$ cat src/rtl/cpu_pkg.sv
// Shared CPU definitions: opcode constants, the canonical NOP and the fetch FSM state type.
// Also provides a word-alignment helper for redirect targets.
package cpu_pkg;

  localparam logic [6:0]  OP_BRANCH = 7'b1100011;
  localparam logic [6:0]  OP_JAL    = 7'b1101111;
  localparam logic [6:0]  OP_JALR   = 7'b1100111;

  localparam logic [31:0] NOP_INST  = 32'h0000_0013;

  typedef enum logic [1:0] {
    BOOT  = 2'd0,
    FETCH = 2'd1,
    HOLD  = 2'd2,
    DROP  = 2'd3
  } fetch_state_t;

  function automatic logic [31:0] word_align(input logic [31:0] addr);
    return {addr[31:2], 2'b00};
  endfunction

endpackage

$ cat src/rtl/fetch_skid_buf.sv
// One-entry buffer that catches an instruction returned while decode is stalled.
// Priority: clear > load > drain.
module fetch_skid_buf #(
  parameter logic [31:0] NOP_INST = cpu_pkg::NOP_INST
) (
  input  logic        clk,
  input  logic        rst,
  input  logic        load,
  input  logic        drain,
  input  logic        clear,
  input  logic [31:0] load_pc,
  input  logic [31:0] load_inst,
  output logic        buf_valid,
  output logic [31:0] buf_pc,
  output logic [31:0] buf_inst
);

  logic        valid_q, valid_d;
  logic [31:0] pc_q,    pc_d;
  logic [31:0] inst_q,  inst_d;

  always_comb begin
    valid_d = valid_q;
    pc_d    = pc_q;
    inst_d  = inst_q;
    if (clear) begin
      valid_d = 1'b0;
    end else if (load) begin
      valid_d = 1'b1;
      pc_d    = load_pc;
      inst_d  = load_inst;
    end else if (drain) begin
      valid_d = 1'b0;
    end
  end

  always_ff @(posedge clk) begin
    if (rst) begin
      valid_q <= 1'b0;
      pc_q    <= 32'h0;
      inst_q  <= NOP_INST;
    end else begin
      valid_q <= valid_d;
      pc_q    <= pc_d;
      inst_q  <= inst_d;
    end
  end

  assign buf_valid = valid_q;
  assign buf_pc    = pc_q;
  assign buf_inst  = inst_q;

endmodule

$ cat src/rtl/fetch_stage.sv
// Instruction-fetch stage: fetch PC, imem handshake and the IF/ID register.
// Define FETCH_PERF_CNT_EN to add saturating fetch/flush performance counters.
//
// state | meaning
// BOOT  | one idle cycle after reset, no request
// FETCH | request outstanding at pc_q
// HOLD  | stalled with an instruction parked in the skid buffer, no request
// DROP  | request at drop_addr_q must finish, its data is discarded
module fetch_stage #(
  parameter logic [31:0] RESET_PC = 32'h0000_0000,
  parameter logic [31:0] NOP_INST = cpu_pkg::NOP_INST
) (
  input  logic        clk,
  input  logic        rst,
  input  logic        stall,
  input  logic        pred_taken,
  input  logic [31:0] pred_target,
  input  logic        mispredict,
  input  logic [31:0] recover_pc,
  output logic        imem_req,
  output logic [31:0] imem_addr,
  input  logic        imem_ready,
  input  logic [31:0] imem_rdata,
  output logic [31:0] if_id_pc,
  output logic [31:0] if_id_inst,
  output logic        if_id_valid
`ifdef FETCH_PERF_CNT_EN
  ,
  output logic [31:0] perf_fetch_cnt,
  output logic [31:0] perf_flush_cnt
`endif
);

  import cpu_pkg::*;

  fetch_state_t state_q, state_d;
  logic [31:0]  pc_q,          pc_d;
  logic [31:0]  drop_addr_q,   drop_addr_d;
  logic [31:0]  if_id_pc_q,    if_id_pc_d;
  logic [31:0]  if_id_inst_q,  if_id_inst_d;
  logic         if_id_valid_q, if_id_valid_d;

  logic         xfer;
  logic         redirect;
  logic [31:0]  rec_pc;
  logic [31:0]  tgt_pc;
  logic [31:0]  pc_inc;

  logic         buf_load, buf_drain, buf_clear;
  logic         buf_valid;
  logic [31:0]  buf_pc, buf_inst;

  logic         fetch_evt, flush_evt;

  assign imem_req  = (state_q == FETCH) || (state_q == DROP);
  assign imem_addr = (state_q == DROP) ? drop_addr_q : pc_q;

  assign xfer     = imem_req & imem_ready;
  assign redirect = if_id_valid_q & pred_taken & ~stall;
  assign rec_pc   = word_align(recover_pc);
  assign tgt_pc   = word_align(pred_target);
  assign pc_inc   = pc_q + 32'd4;

  always_comb begin
    state_d       = state_q;
    pc_d          = pc_q;
    drop_addr_d   = drop_addr_q;
    if_id_pc_d    = if_id_pc_q;
    if_id_inst_d  = if_id_inst_q;
    if_id_valid_d = if_id_valid_q;
    buf_load      = 1'b0;
    buf_drain     = 1'b0;
    buf_clear     = 1'b0;
    fetch_evt     = 1'b0;
    flush_evt     = 1'b0;

    case (state_q)
      BOOT: begin
        state_d = FETCH;
        if (mispredict) begin
          pc_d          = rec_pc;
          if_id_valid_d = 1'b0;
          buf_clear     = 1'b1;
          flush_evt     = 1'b1;
        end
      end

      FETCH: begin
        if (mispredict) begin
          pc_d          = rec_pc;
          if_id_valid_d = 1'b0;
          buf_clear     = 1'b1;
          flush_evt     = 1'b1;
          if (!xfer) begin
            state_d     = DROP;
            drop_addr_d = pc_q;
          end
        end else if (stall) begin
          if (xfer) begin
            buf_load  = 1'b1;
            pc_d      = pc_inc;
            state_d   = HOLD;
            fetch_evt = 1'b1;
          end
        end else if (redirect) begin
          // The sequential fetch completing this cycle belongs to the wrong path.
          pc_d          = tgt_pc;
          if_id_valid_d = 1'b0;
          flush_evt     = 1'b1;
          if (!xfer) begin
            state_d     = DROP;
            drop_addr_d = pc_q;
          end
        end else if (xfer) begin
          if_id_pc_d    = pc_q;
          if_id_inst_d  = imem_rdata;
          if_id_valid_d = 1'b1;
          pc_d          = pc_inc;
          fetch_evt     = 1'b1;
        end else begin
          if_id_valid_d = 1'b0;
        end
      end

      HOLD: begin
        if (mispredict) begin
          pc_d          = rec_pc;
          if_id_valid_d = 1'b0;
          buf_clear     = 1'b1;
          state_d       = FETCH;
          flush_evt     = 1'b1;
        end else if (!stall) begin
          state_d = FETCH;
          if (redirect) begin
            // Buffered instruction is the fall-through of a taken prediction.
            pc_d          = tgt_pc;
            if_id_valid_d = 1'b0;
            buf_clear     = 1'b1;
            flush_evt     = 1'b1;
          end else begin
            if_id_pc_d    = buf_pc;
            if_id_inst_d  = buf_inst;
            if_id_valid_d = buf_valid;
            buf_drain     = 1'b1;
          end
        end
      end

      DROP: begin
        if (mispredict) begin
          pc_d          = rec_pc;
          if_id_valid_d = 1'b0;
          buf_clear     = 1'b1;
          flush_evt     = 1'b1;
        end
        if (xfer) begin
          state_d = FETCH;
        end
      end

      default: begin
        state_d = BOOT;
      end
    endcase
  end

  always_ff @(posedge clk) begin
    if (rst) begin
      state_q       <= BOOT;
      pc_q          <= RESET_PC;
      drop_addr_q   <= RESET_PC;
      if_id_pc_q    <= 32'h0;
      if_id_inst_q  <= NOP_INST;
      if_id_valid_q <= 1'b0;
    end else begin
      state_q       <= state_d;
      pc_q          <= pc_d;
      drop_addr_q   <= drop_addr_d;
      if_id_pc_q    <= if_id_pc_d;
      if_id_inst_q  <= if_id_inst_d;
      if_id_valid_q <= if_id_valid_d;
    end
  end

  fetch_skid_buf #(
    .NOP_INST (NOP_INST)
  ) u_skid_buf (
    .clk       (clk),
    .rst       (rst),
    .load      (buf_load),
    .drain     (buf_drain),
    .clear     (buf_clear),
    .load_pc   (pc_q),
    .load_inst (imem_rdata),
    .buf_valid (buf_valid),
    .buf_pc    (buf_pc),
    .buf_inst  (buf_inst)
  );

  assign if_id_pc    = if_id_pc_q;
  assign if_id_inst  = if_id_valid_q ? if_id_inst_q : NOP_INST;
  assign if_id_valid = if_id_valid_q;

`ifdef FETCH_PERF_CNT_EN
  logic [31:0] perf_fetch_q, perf_fetch_d;
  logic [31:0] perf_flush_q, perf_flush_d;

  always_comb begin
    perf_fetch_d = perf_fetch_q;
    perf_flush_d = perf_flush_q;
    if (fetch_evt && (perf_fetch_q != 32'hFFFF_FFFF)) perf_fetch_d = perf_fetch_q + 32'd1;
    if (flush_evt && (perf_flush_q != 32'hFFFF_FFFF)) perf_flush_d = perf_flush_q + 32'd1;
  end

  always_ff @(posedge clk) begin
    if (rst) begin
      perf_fetch_q <= 32'h0;
      perf_flush_q <= 32'h0;
    end else begin
      perf_fetch_q <= perf_fetch_d;
      perf_flush_q <= perf_flush_d;
    end
  end

  assign perf_fetch_cnt = perf_fetch_q;
  assign perf_flush_cnt = perf_flush_q;
`else
  logic unused_perf;
  assign unused_perf = fetch_evt ^ flush_evt;
`endif

endmodule

$ cat config.mk
export PLATFORM = sky130hd
export DESIGN_NAME = fetch_stage
export DESIGN_NICKNAME = d
export VERILOG_FILES = /design/src/rtl/cpu_pkg.sv /design/src/rtl/fetch_skid_buf.sv /design/src/rtl/fetch_stage.sv
export SDC_FILE = /design/constraint.sdc
export NUM_CORES = 1
export LEC_CHECK = 0
export CAP_MARGIN = 20
export CORE_MARGIN = 10
export CORE_UTILIZATION = 49
export CTS_CLUSTER_DIAMETER = 60
export CTS_CLUSTER_SIZE = 10
export DETAILED_ROUTE_END_ITERATION = 7
export DONT_BUFFER_PORTS = 1
export PLACE_DENSITY = 0.62
export SYNTH_ARGS = -nofsm -noshare
export SYNTH_HDL_FRONTEND = slang
export SYNTH_HIERARCHICAL = 1
export SYNTH_SLANG_ARGS = --single-unit
$ cat constraint.sdc
create_clock -name clk -period 6.3 [get_ports clk]
set_input_delay 1.26 -clock clk [delete_from_list [all_inputs] [get_ports clk]]
set_output_delay 1.26 -clock clk [all_outputs]
set_load 0.05 [all_outputs]
## Word-level counts from Yosys, hierarchy flattened

Cells that the tools add are included.

- Register bits after elaboration: 196
- Bits of input ports: 102

- Add/subtract/negate cells: 1
- Eq/ne operators: 18
- Mux-type cells: 63
- Bitwise operators: 5
- Reductions and logical operators: 14

Operators by type and width:

| cell | count |
|---|---|
| two-way mux 32 bit | 28 |
| case mux 32 bit (2 select lines) | 2 |
| case mux 32 bit (3 select lines) | 1 |
| adder 32 x 3 -> 32 bit (second input constant) | 1 |
| two-way mux 1 bit | 21 |
| two-way mux 2 bit | 8 |
| inequality test 2 bit (second input constant) | 8 |
| inequality test 3 bit (second input constant) | 3 |
| AND reduction 3 bit | 3 |
| inequality test 4 bit (second input constant) | 2 |
| case mux 2 bit (4 select lines) | 1 |
| AND reduction 8 bit | 1 |
| nonzero test 2 bit | 3 |
| == test 2 bit (second input constant) | 2 |
| inequality test 2 x 1 -> 1 bit (second input constant) | 2 |
| AND reduction 4 bit | 1 |
| OR reduction 2 bit | 2 |
| bitwise AND 1 bit | 3 |
| case mux 1 bit (3 select lines) | 1 |
| OR reduction 3 bit | 1 |
| == test 2 x 1 -> 1 bit (second input constant) | 1 |
| logical NOT 2 bit | 1 |
| inverter 1 bit | 2 |
| case mux 1 bit (2 select lines) | 1 |
| other kinds (2) | 2 |

## Depth between registers and ports, before layout

Gate-level depths: netlist of run 1.

- Word-level depth: 8
- Gate-level depth with buffers: 10
- Mapped depth without buffers: 7

## Cells and area by module

The synthesis of run 1 kept the hierarchy.

By module, submodules not included:

| module | times used | cells an instance | area each (µm²) | seq. area each (µm²) |
|---|---|---|---|---|
| fetch_stage | 1 | 972 | 7,775.0 | 2,542.4 |
| fetch_skid_buf | 1 | 294 | 3,135.5 | 1,301.2 |

## Least setup slack after synthesis of run 1

OpenSTA, ideal clock, no wires.

- Path kind: reg-to-output
- Start: register state_q[0]
- End: output imem_addr[16]
- Arrival time: 2.073 ns
- Path slack: 2.967 ns
- Stages on the path, launching flop included: 5
- Path buffers: 2
- Cells stage by stage: dfxtp_1 ha_1 clkbuf_1 buf_1 o21ai_0

- Word-level cells in the longest chain between the ends: 2

Ends and longest elaborated chain:

| item | RTL line | RTL |
|---|---|---|
| from (decl) | fetch_stage.sv:36 | `fetch_state_t state_q, state_d;` |
| from (signal assigned) | fetch_stage.sv:176 | `state_q <= state_d;` |
| == test 2 bit | fetch_stage.sv:56 | `assign imem_addr = (state_q == DROP) ? drop_addr_q : pc_q;` |
| two-way mux 32 bit | fetch_stage.sv:56 |  |
| to (decl) | fetch_stage.sv:21 | `output logic [31:0] imem_addr,` |

Every way passes these cells.

## Worst setup path after layout of run 1

- Start: register state_q[1]
- End: output imem_addr[20]

The elaborated chain is that of the path after synthesis.

==> results.toml, run 1 <==
[outcome]
status = "finished, final reports clean"

[floorplanning]
ioPinCount = 200
die_y_um = 169
dieArea_um2 = 28600
die-width_um = 169
core_um2 = 21900
rows = 54
initial_core_util_pct = 49.8

[synth]
synth_warnings = 6
yosysTopAreaCellShare_pct = 35.2
synthArstFlopShare_pct = 0
synth_edf_count = 0
yosysMostFrequentCell = "dfxtp_1"
syn_area_um2 = 10900
ys_seq_area_share_pct = 35.2
avgSynthCellArea_um2 = 8.62
yosysTopAreaCell = "dfxtp_1"
synthTopCellsByCount = "dfxtp_1, nand2_1, clkbuf_1"
synth_ff_type = "dfxtp_1"
synthCells = 1266
ys_seq_elements = 192
ys_types = 73
netlist_top_cells_area = "dfxtp_1, mux2i_1, nand4bb_1, a211oi_1, nand2_1"

[job]
cap_violations = 0

[layout]
utilization_pct = 52.1
layout-drive-gt1-share_pct = 11.7
nets = 1278
final_cell_area_um2 = 11400
area_growth_pct = 4.58
ff_latch_area_um2 = 3840
fin_cells = 1463
multiInputGateArea_um2 = 6430
fill_cells = 2128
antenna_cells = 0

[place]
dpl_cell_area_um2 = 10800
gp_congestion = 0.872
dp_hpwl_um = 20600
port_buffers = 0
pre_cts_ws_ns = 2.63
dpl.cell_count = 1430

[pwr]
p_leak_nw = 3.70
vdd.ir_drop.worst_v = 0.000152
p_per_area_nw_per_um2 = 297
fin_total_pwr_mw = 3.39

[cts]
cts_tree = "yes"
cts_buffers = 17
ctsRootBufferMaster = "clkbuf_16"
post_cts_buffers = 0
clk_latency_ns = 0.43
cts.sinks = 192
cts_htree_levels = 4
post_cts_resized = 0
clkTransAtPathRegs_ns = 0.07
cts-hold-fix-buffers = 0
ctsLongestPathBuffers = 2

[drt]
wl_per_cell_um = 21.5
via_count = 9021
initialDrtViolationCount = 976
routed_wirelength_um = 31500
detail-route-antenna-nets = 0
drt_pass1_iterations = 5
post-route-drc-count = 0
viasPerCell = 6.17

[grt]
grt_max_degree = 246
antenna_found_initial = 0
grt_pass1_wl_um = 48700
grt_pass1_vias = 8220
groute.usage.overall_pct = 20.9
gr-total-overflow = 0

[timing]
timing.fmax_ghz = 0.269
slew_violations = 0
fin_setup_tns_ns = 0
fin_skew_ns = 0.0148
finalWorstSetupSlack_ns = 2.59
hold-worst-slack_ns = 0.452
setup_violations = 0
hold_viol_final = 0
rsz0062_at_grt = "no"
fin_crit_sh_pct = 58.9
tightest_slew_ns = 1.03
post-route-min-period_ns = 3.71
max_slew_margin_pct = 31.1

[worst_setup_path]
cpMaxStageDelayCell = "ha_2"
cp_max_fo = 39
cp_num_buf_inv = 0
crit_arrival_ns = 2.45
cp_top_family = "adder cells"
max_stage_delay_ns = 0.88
cp-end-kind = "output port"
cp-start-kind = "flop"
crit_chain = "ha_2 -> nand2_1 -> o21ai_1"
crit_type = "flop to output port"
required_ns = 5.04

[hold_path]
hold_path.class = "flop to flop"
report_power, final:
part	internal, mW	switching [mW]
Clock	0.574	0.516
Sequential	1.29	0.203
Combinational	0.277	0.524
Total	2.15	1.24
area by class of cell:
class	count	share of cell area [%]
Clock inverter	14	1.27
Inverter	23	0.757
Sequential cell	192	33.7
Clock buffer	18	3.85
Multi-Input combinational cell	923	56.3
Timing Repair Buffer	13	1.03
Tap cell	280	3.07
layer usage:
layer	global-route usage, %	up-vias	share of wire (%)	wire [µm]
li1	-	4429	-	-
met3	7.41	29	10	3260
met4	4.69	0	1.3	397
met1	28.3	4217	44	14000
met5	0	-	0	0
met2	31.3	346	44	13800
worst paths after layout:
| check | startpoint | end | slack, ns | cells after the start |
|---|---|---|---|---|
| worst max register to register | state_q[1]$_SDFFE_PP0P_ | pc_q[30]$_SDFFE_PP0P_ | 2.99 | 6 |
| worst min register to register | drop_addr_q[29]$_SDFFE_PP0P_ | drop_addr_q[29]$_SDFFE_PP0P_ | 0.45 | 2 |
| worst max-delay path | state_q[1]$_SDFFE_PP0P_ | imem_addr[20] | 2.59 | 3 |
| worst min-delay path | drop_addr_q[29]$_SDFFE_PP0P_ | drop_addr_q[29]$_SDFFE_PP0P_ | 0.45 | 2 |
kinds of logic (layout without fill, tap and decap cells):
| logic type | after synthesis | after routing | share of synthesized area (%) |
|---|---|---|---|
| simple gates | 469 | 469 | 24.9 |
| compound gates | 322 | 322 | 21.1 |
| flops | 192 | 192 | 35.2 |
| buf+inv | 154 | 68 | 6.53 |
| mux | 113 | 113 | 10.8 |
| xor+xnor | 9 | 9 | 0.722 |
| fa+ha+maj | 6 | 6 | 0.688 |
| other cells | 1 | 4 | 0.0344 |
registers in the layout, indices dropped and copies added, names as in the netlist:
signal                count
if_id_pc                 32
u_skid_buf/buf_inst      32
drop_addr_q              30
pc_q                     30
if_id_valid               1
u_skid_buf/buf_valid      1
u_skid_buf/buf_pc        32
if_id_inst_q             32
state_q                   2
cell usage in the layout, fill, tap and decap left out, types with 5 or more instances in the layout:
master     count
dfxtp_1      191
nand2_1      128
nor2_1        89
mux2i_1       73
nand2b_1      69
a211oi_1      65
nand4bb_1     61
a21oi_1       54
mux2_2        40
o21ai_2       39
and2_1        34
a221oi_1      34
o21ai_0       31
o21ai_1       25
inv_1         22
nand3_1       22
clkbuf_16     17
nor3_1        12
buf_4         12
nor4_1        10
a221o_1        8
nand4_1        7
o211ai_1       7
a311oi_1       5
or3_1          5
a311o_1        5
o31ai_1        5
a31oi_1        5
o2bb2ai_1      5
xnor2_1        5
inv_6          5
worst register-to-register path: cells and delay by family, from the launching register on:
family / cells / cell delay [ns]
simple gates: 3 / 1.21
flops: 1 / 0.44
compound gates: 2 / 0.68
fa+ha+maj: 1 / 0.88
(Power assumes the default switching activity.)
==> run 2, diff against run 1 <==
==> constraint.sdc (replaced) <==
create_clock -name clk -period 3.5 [get_ports clk]
set_input_delay 0.7 -clock clk [delete_from_list [all_inputs] [get_ports clk]]
set_output_delay 0.7 -clock clk [all_outputs]
set_load 0.05 [all_outputs]
==> run 2 against run 1 <==
Clock skew is 0.0015 ns lower. Worst setup slack worse by 2.1 ns. Combinational power is 97% higher. Via count is 1.1% higher. Register-to-register slack worse by 2.4 ns. Hold slack worse by 0.086 ns. Clock-buffer cell count is 1 lower. Sequential share of layout area is 0.41 points lower. Core utilization is 0.63 points higher. Final area is 1.2% higher. Global-route usage is 0.43 points higher. Critical path type unchanged. Highest routed layer unchanged.
==> results.toml, run 2 (same netlist as run 1, synthesis figures left out) <==
[pwr]
vdd.ir_drop.worst_v = 0.000277
p_leak_nw = 3.79
fin_total_pwr_mw = 6.11
p_per_area_nw_per_um2 = 529

[cts]
post_cts_buffers = 0
ctsRootBufferMaster = "clkbuf_16"
cts_tree = "yes"
cts_buffers = 17
cts.sinks = 192
cts-hold-fix-buffers = 0
ctsLongestPathBuffers = 2
post_cts_resized = 0
clkTransAtPathRegs_ns = 0.08
cts_htree_levels = 4
clk_latency_ns = 0.43

[layout]
nets = 1298
ff_latch_area_um2 = 3840
fill_cells = 2096
final_cell_mix = "dfxtp_1, nand2_1, nor2_1"
multiInputGateArea_um2 = 6430
antenna_cells = 0
fin_cells = 1483
area_growth_pct = 5.85
final_common_cell = "dfxtp_1"
layout-drive-gt1-share_pct = 13.2

[floorplanning]
rows = 54
initial_core_util_pct = 49.8
dieArea_um2 = 28600
die-width_um = 169
core_um2 = 21900
die_y_um = 169
ioPinCount = 200

[grt]
groute.usage.overall_pct = 21.4
grtUsageMet1_pct = 28.6
gr-total-overflow = 0
grt_pass1_vias = 8482
antenna_found_initial = 0
use_met3_pct = 7.67
grt_max_degree = 246
grt_pass1_wl_um = 49900
use_met2_pct = 32.0
grt.busiest_layer = "met2"

[timing]
slew_violations = 0
finalWorstSetupSlack_ns = 0.454
hold_viol_final = 0
fin_crit_sh_pct = 87.0
tightest_slew_ns = 1.02
rsz0062_at_grt = "no"
post-route-min-period_ns = 3.05
fin_skew_ns = 0.0133
max_slew_margin_pct = 31.8
hold-worst-slack_ns = 0.366
timing.fmax_ghz = 0.328
fin_setup_tns_ns = 0
setup_violations = 0

[outcome]
status = "finished, final reports clean"

[drt]
wl_per_cell_um = 21.5
post-route-drc-count = 0
viasPerCell = 6.15
initialDrtViolationCount = 975
drt_pass1_iterations = 5
routed_wirelength_um = 31900
via_count = 9117
detail-route-antenna-nets = 0

[job]
cap_violations = 0

[worst_setup_path]
max_stage_delay_ns = 0.55
cpMaxStageDelayCell = "o21ai_1"
crit_type = "flop to output port"
cp-end-kind = "output port"
crit_chain = "ha_2 -> buf_4 -> nand2_1 -> o21ai_1"
cp_max_fo = 26
cp_num_buf_inv = 1
cp-start-kind = "flop"
cp_top_family = "compound AO/OA/AOI/OAI gates"
crit_arrival_ns = 2.35
required_ns = 2.80

[place]
port_buffers = 0
gp_congestion = 0.908
dp_hpwl_um = 21400
dpl.cell_count = 1451
pre_cts_ws_ns = 0.619

[hold_path]
hold_path.class = "primary input to flop"
[run 2: through the flow]
stage          utilization [%]  instance area [µm²]
3_3_place_gp              50.2                11000
5_1_grt                   52.8                11500
2_1_floorplan                -                10900
4_1_cts                   52.8                11500
3_5_place_dp              50.2                11000
6_report                  52.8                11500
[run 2: where the power goes]
group / internal (mW) / leakage [nW] / switching (mW) / total, mW
Combinational: 0.548 / 1.95 / 1.03 / 1.58
Sequential: 2.33 / 1.56 / 0.284 / 2.61
Clock: 0.952 / 0.281 / 0.961 / 1.91
[run 2: metal layers]
layer,wire length (µm),up-vias
li1,-,4460
met1,14200,4296
met2,14100,335
met3,3170,26
met4,329,0
met5,0,-
[run 2: cell type report]
| class | count | share of cell area (%) |
|---|---|---|
| Clock buffer | 17 | 3.68 |
| Sequential cell | 192 | 33.3 |
| Clock inverter | 15 | 1.24 |
| Inverter | 23 | 0.748 |
| Timing Repair Buffer | 33 | 2.36 |
| Multi-Input combinational cell | 923 | 55.6 |
| Tap cell | 280 | 3.03 |
[run 2: worst paths after layout]
check,start,to,slack (ns),cells past startpoint
worst max-delay path,state_q[1]$_SDFFE_PP0P_,imem_addr[16],0.45,4
worst max register to register,state_q[0]$_SDFFE_PP0P_,pc_q[11]$_SDFFE_PP0P_,0.55,7
worst min-delay path,rst,if_id_pc[17]$_SDFFE_PP0P_,0.37,1
worst min register to register,drop_addr_q[17]$_SDFFE_PP0P_,drop_addr_q[17]$_SDFFE_PP0P_,0.45,2
